File: src/rtl/lab3_sweep_pkg.sv
// rtl/lab3_sweep_pkg.sv - shared state encoding and constants for the lab3 sweep sequencer
package lab3_sweep_pkg;

  // Sequencer states
  typedef enum logic [2:0] {
    ST_IDLE    = 3'd0,
    ST_DRIVE   = 3'd1,
    ST_SETTLE  = 3'd2,
    ST_CAPTURE = 3'd3,
    ST_FINISH  = 3'd4
  } state_t;

  // x^16 + x^12 + x^5 + 1, top term implicit
  localparam logic [15:0] MISR_POLY = 16'h1021;

  // Default truth tables for the 3-input unit: x = parity(a,b,c), y = majority(a,b,c)
  localparam logic [7:0] EXP_X_DEF = 8'h96;
  localparam logic [7:0] EXP_Y_DEF = 8'hE8;

endpackage

File: src/rtl/lab3_sweep_misr.sv
// rtl/lab3_sweep_misr.sv - 16-bit MISR compacting captured {x,y} pairs
module lab3_sweep_misr
  import lab3_sweep_pkg::*;
(
  input  logic        clk,
  input  logic        rst_n,
  input  logic        i_clr,
  input  logic        i_shift,
  input  logic [1:0]  i_data,
  output logic [15:0] o_sig
);

  logic [15:0] r_sig;
  logic [15:0] w_fb;

  assign w_fb  = r_sig[15] ? MISR_POLY : 16'h0000;
  assign o_sig = r_sig;

  // Clear on a new sweep, otherwise shift one step and fold in the captured pair
  always_ff @(posedge clk or negedge rst_n) begin
    if (!rst_n) begin
      r_sig <= 16'h0000;
    end else if (i_clr) begin
      r_sig <= 16'h0000;
    end else if (i_shift) begin
      r_sig <= {r_sig[14:0], 1'b0} ^ w_fb ^ {14'h0000, i_data};
    end
  end

endmodule

File: src/rtl/lab3_sweep_ctrl.sv
// rtl/lab3_sweep_ctrl.sv - self-test sweep sequencer for the lab3 unit; LAB3_SWEEP_SIGNATURE_EN adds a MISR signature port
module lab3_sweep_ctrl
  import lab3_sweep_pkg::*;
#(
  parameter int                 N_IN   = 3,
  parameter int                 SETTLE = 2,
  parameter logic [2**N_IN-1:0] EXP_X  = EXP_X_DEF,
  parameter logic [2**N_IN-1:0] EXP_Y  = EXP_Y_DEF
) (
  input  logic            clk,
  input  logic            rst_n,
  input  logic            start,
  input  logic            abort,
  output logic [N_IN-1:0] vec_out,
  input  logic            x_in,
  input  logic            y_in,
  output logic            busy,
  output logic            done,
  output logic            pass,
  output logic [N_IN:0]   err_cnt,
  output logic            first_fail_vld,
  output logic [N_IN-1:0] first_fail_idx
`ifdef LAB3_SWEEP_SIGNATURE_EN
  ,
  output logic [15:0]     signature
`endif
);

  localparam logic [3:0]      SETTLE_LD = 4'(SETTLE - 1);
  localparam logic [N_IN-1:0] IDX_LAST  = '1;
  localparam logic [N_IN-1:0] IDX_ONE   = {{(N_IN-1){1'b0}}, 1'b1};

  state_t          r_state;
  logic [N_IN-1:0] r_idx;
  logic [3:0]      r_cnt;
  logic [N_IN-1:0] r_vec;
  logic            r_busy;
  logic            r_done;
  logic            r_pass;
  logic [N_IN:0]   r_err;
  logic            r_ff_vld;
  logic [N_IN-1:0] r_ff_idx;

  logic            w_mis;
  logic [N_IN:0]   w_err_next;

  // Outputs come straight from the unit under vec_out, which is registered, so this is clean
  assign w_mis      = (x_in != EXP_X[r_idx]) || (y_in != EXP_Y[r_idx]);
  assign w_err_next = r_err + {{N_IN{1'b0}}, w_mis};

  assign vec_out        = r_vec;
  assign busy           = r_busy;
  assign done           = r_done;
  assign pass           = r_pass;
  assign err_cnt        = r_err;
  assign first_fail_vld = r_ff_vld;
  assign first_fail_idx = r_ff_idx;

  // Sweep FSM: abort beats everything outside IDLE; results hold until the next accepted start
  always_ff @(posedge clk or negedge rst_n) begin
    if (!rst_n) begin
      r_state  <= ST_IDLE;
      r_idx    <= '0;
      r_cnt    <= 4'd0;
      r_vec    <= '0;
      r_busy   <= 1'b0;
      r_done   <= 1'b0;
      r_pass   <= 1'b0;
      r_err    <= '0;
      r_ff_vld <= 1'b0;
      r_ff_idx <= '0;
    end else begin
      r_done <= 1'b0;
      if (r_state != ST_IDLE && abort) begin
        r_state <= ST_IDLE;
        r_busy  <= 1'b0;
        r_pass  <= 1'b0;
        r_vec   <= '0;
      end else begin
        case (r_state)
          ST_IDLE: begin
            if (start && !abort) begin
              r_err    <= '0;
              r_ff_vld <= 1'b0;
              r_ff_idx <= '0;
              r_pass   <= 1'b0;
              r_idx    <= '0;
              r_busy   <= 1'b1;
              r_state  <= ST_DRIVE;
            end
          end
          ST_DRIVE: begin
            r_vec   <= r_idx;
            r_cnt   <= SETTLE_LD;
            r_state <= ST_SETTLE;
          end
          ST_SETTLE: begin
            if (r_cnt == 4'd0) begin
              r_state <= ST_CAPTURE;
            end else begin
              r_cnt <= r_cnt - 4'd1;
            end
          end
          ST_CAPTURE: begin
            r_err <= w_err_next;
            if (w_mis && !r_ff_vld) begin
              r_ff_vld <= 1'b1;
              r_ff_idx <= r_idx;
            end
            if (r_idx == IDX_LAST) begin
              r_done  <= 1'b1;
              r_busy  <= 1'b0;
              r_pass  <= (w_err_next == '0);
              r_state <= ST_FINISH;
            end else begin
              r_idx   <= r_idx + IDX_ONE;
              r_state <= ST_DRIVE;
            end
          end
          ST_FINISH: begin
            r_state <= ST_IDLE;
          end
          default: begin
            r_state <= ST_IDLE;
          end
        endcase
      end
    end
  end

`ifdef LAB3_SWEEP_SIGNATURE_EN
  logic w_accept;
  logic w_capture;

  assign w_accept  = (r_state == ST_IDLE) && start && !abort;
  assign w_capture = (r_state == ST_CAPTURE) && !abort;

  lab3_sweep_misr u_misr (
    .clk    (clk),
    .rst_n  (rst_n),
    .i_clr  (w_accept),
    .i_shift(w_capture),
    .i_data ({x_in, y_in}),
    .o_sig  (signature)
  );
`endif

endmodule

File: config.mk
export PLATFORM = sky130hd
export DESIGN_NAME = lab3_sweep_ctrl
export DESIGN_NICKNAME = d
export VERILOG_FILES = /design/src/rtl/lab3_sweep_pkg.sv /design/src/rtl/lab3_sweep_misr.sv /design/src/rtl/lab3_sweep_ctrl.sv
export SDC_FILE = /design/constraint.sdc
export NUM_CORES = 1
export LEC_CHECK = 0
export BUFFER_PORTS_ARGS = -buffer_cell sky130_fd_sc_hd__buf_2
export CAP_MARGIN = 20
export CORE_ASPECT_RATIO = 0.6
export CORE_MARGIN = 1.5
export CORE_UTILIZATION = 30
export DETAILED_ROUTE_END_ITERATION = 7
export PLACE_DENSITY = 0.57
export SYNTH_ARGS = -nofsm -noshare
export SYNTH_HDL_FRONTEND = slang
export SYNTH_HIERARCHICAL = 1
export SYNTH_SLANG_ARGS = --single-unit
File: constraint.sdc
create_clock -name clk -period 2.4 [get_ports clk]
set_input_delay 0.24 -clock clk [delete_from_list [all_inputs] [get_ports clk]]
set_output_delay 0.24 -clock clk [all_outputs]
set_load 0.005 [all_outputs]
==> results.md <==
* Core Box Area at roughly 4300 sq um
* Fmax at roughly 440 MHz
* Highest net fanout along the worst path at 3
* Placer's final routability congestion estimate at between 0.7 and 0.8
* Global-route wire length before repair at roughly 4800 um
* Post-detailed-routing wire length at 2890 um
* Maximum clock path buffer count at 2
* Vertical extent of the die at 55.5 um
* Netlist Area Pre-Place at around 1400 sq um
* Part of the Yosys area used for sequential elements at 0.435
* PD cells at 643 nW/um^2
* CP required at ~2500 ps
* Worst setup skew after layout at 3.63 ps
* Largest net degree at the start of global routing at 25
* Number of endpoints failing setup at the final stage at 0
* Mean instance size in the synthesized netlist at between 10 and 15 sq um
* Yosys Warn Count at 6
* Vias in the first global route at between 1000 and 1500
* Type of the tightest min-delay check: input pin to register
* Overall power of the completed layout at roughly 0.0010 W
* Post-layout instance area at about 1600 sq um
* Slew of the pin with the lowest slew margin at 542 ps
* Critical path data arrival time at around 2400 ps
* Number of clock buffers inserted by TritonCTS at 3
* Remaining DRCs at 0
* Leading register cell type out of synthesis: dfrtp_1
* Count of final hold-check violations at 0
* Clock transition at the registers of the reported paths at around 80 ps
* Yosys cell types at 44
* Simple-gate share of the synthesized area at 0.192
* Drt pass-1 iters at 4
* Unrepaired setup endpoints after global routing: false
* Post-route fraction of the period consumed by the critical path at 0.952
* Initial antenna violation count at 0
* Synthesis-stage register bit count at 24
* Final worst path period need at approximately 2300 ps
* Die area at around 5000 sq um
* Leakage dissipation at between 0.7 and 0.8 nW
* Overall fraction of global-route tracks in use at 0.118
* Startpoint Class: register
* Synthesized-area fraction occupied by ao, oa, aoi and oai cells at 0.179
* Fraction of final layout cells with drive strength greater than 1 at 0.270
* Effective utilization at floorplan at 0.324
* Synth Area in Adders at 0.0635
* Worst slew margin at 0.639
* Fin cells at about 220
* Total instance count after detailed placement at 214
* Fraction of synthesized area in multiplexers at 0.0399
* R2R Setup Slk at about 120 ps
* Worst setup margin at around 120 ps
* Total of max-cap violations at 0
* Clock latency reported for the late side of the worst-skew pair at about 260 ps
* H-tree depth at 1
* Per-cell via count in the routed design at 4.89
* Pins over their slew limit at 0
* Boundary pin count at 20
* Result of the run: finished clean
* Post-DP HPWL at around 2200 um
* Clock Sink Count at 24
* Peak supply drop at 221 uV
* Worst setup path class: register to register
* Final #Nets at about 170
* Via count at approximately 1100
* Synthesized Nets at ~150
* Ant diodes at 0
* Root Buffer Master: clkbuf_8
* Die width at ~91 um
* Worst Setup End Kind: register
* Clock tree from TritonCTS: built
* Ys async rst share at 1.00
* Average wire per standard cell at 13.2 um
* Count of flip-flops with a built-in enable after synthesis at 0
* Layout overhead on the synthesized area at 17.3%
* Pre-CTS worst setup slack at -15.9 ps
* Input/output buffers at 19
* Number of nets with antenna violations after detailed routing at 0
* Largest family of logic cells by synthesized area: simple AND/OR/NAND/NOR gates
* Hold WS at approximately 320 ps
* XOR/XNOR share of the synthesized area at 0.0381
* Leftover overflow at the end of global routing at 0
* Area after detailed placement at about 1500 sq um
* Detailed Route Iter0 Violations at 60
* Number of placement rows at 18
* Synthesized netlist cell count at between 100 and 150
## timing repair
| action | in CTS | in global routing |
|---|---|---|
| pin swaps | 0 | 2 |
| gates resized for setup | 1 | 6 |
| hold buffers | 1 | 0 |
| hold endpoints to repair | 24 | 0 |
| endpoints found under the setup margin | 1 | 1 |
| cloned | 0 | 0 |
| buffers inserted | 0 | 1 |
## per-layer routing
layer	GRT usage	vias to the layer above	wire (um)
met4	0.00227	0	0
li1	-	532	-
met3	0.0331	0	109
met2	0.173	25	1150
met5	0	-	0
met1	0.181	514	1630
## kinds of logic after synthesis
| family | Yosys count |
|---|---|
| XOR/XNOR | 6 |
| AND/OR/NAND/NOR | 47 |
| multiplexers | 5 |
| flip-flops | 24 |
| AO/OA/AOI/OAI | 36 |
| buffers and inverters | 13 |
| adder cells (fa/ha/maj) | 7 |
## path summary, 6_finish.rpt
check                                             endpoint                  from  depth (start not counted)
min in group asynchronous           vec_out[0]$_DFFE_PN0P_                 rst_n                          2
worst min-delay path            first_fail_vld$_DFFE_PN0P_                 start                          3
worst min register to register            busy$_DFFE_PN0P_      busy$_DFFE_PN0P_                          1
max in group asynchronous           err_cnt[3]$_DFFE_PN0P_                 rst_n                          2
worst max-delay path                      pass$_DFFE_PN0P_  r_idx[0]$_DFFE_PN0P_                         11
worst max register to register            pass$_DFFE_PN0P_  r_idx[0]$_DFFE_PN0P_                         11
## per-stage QoR
step           utilization  TNS [ps]
6_report             0.380         0
5_1_grt              0.380         0
4_1_cts              0.372         0
3_5_place_dp         0.359     -15.9
3_3_place_gp         0.359         0
2_1_floorplan            -         0
## cells in the mapped netlist (3+ instances only)
cell      n  area (sq um)
a21oi_1   5          25.0
nand3_1   5          25.0
inv_1     7          26.3
nand2_1  10          37.5
o21ai_0  10          50.1
a22oi_1   4          30.0
nor2_1    9          33.8
a32o_1    3          30.0
dfrtp_1  24           601
mux2_2    3          33.8
and2_1    3          18.8
ha_1      7          87.6
xor2_1    4          35.0
a22o_1    3          26.3
nor3_1    4          20.0
nor2b_1   3          18.8
## power breakdown
group	internal, W	total [W]	switching (W)
Sequential	0.000453	0.000509	0.0000553
Clock	0.000112	0.000232	0.000120
Combinational	0.000144	0.000301	0.000157
## flip-flops by register name, indices dropped and copies added (netlist names)
| signal | flops |
|---|---|
| first_fail_idx | 3 |
| busy | 1 |
| r_idx | 3 |
| first_fail_vld | 1 |
| err_cnt | 4 |
| r_state | 3 |
| done | 1 |
| pass | 1 |
| vec_out | 3 |
| r_cnt | 4 |
## layout by cell type (no fill, tap or decap), types with 2 or more instances in the layout
cell type | Yosys | routed
mux2_2 | 3 | 3
clkbuf_8 | 0 | 3
nor2_1 | 9 | 9
dfrtp_1 | 24 | 24
and2_1 | 3 | 3
nand2b_1 | 2 | 2
nor3_1 | 4 | 3
nor2b_1 | 3 | 3
o21ai_0 | 10 | 10
a22o_1 | 3 | 3
a211oi_1 | 2 | 2
inv_1 | 7 | 6
a22oi_1 | 4 | 4
a21oi_1 | 5 | 4
buf_4 | 2 | 4
xnor2_1 | 2 | 2
a32o_1 | 3 | 3
xor2_1 | 4 | 3
nand3_1 | 5 | 5
ha_2 | 0 | 2
ha_1 | 7 | 4
buf_2 | 1 | 19
nor3_2 | 2 | 3
nand2_1 | 10 | 10
## area by class of cell
cell class | count | area [sq um]
repair buffers | 24 | 135
inverters | 7 | 26.3
multi-input cells | 101 | 741
fillers | 435 | 2640
well taps | 60 | 75.1
clock buffers | 3 | 41.3
flip-flops and latches | 24 | 601
## worst max-delay path, cell delays in order, from the launching register on
cell and delay (ps):
dfrtp_1 400, buf_4 150, ha_2 200, xor2_2 150, nor3_2 200, a21oi_2 50, ha_2 180, ha_1 200
xor2_1 150, nor3_1 50, and3_1 150, mux2_1 270
(Power assumes the default switching activity.)
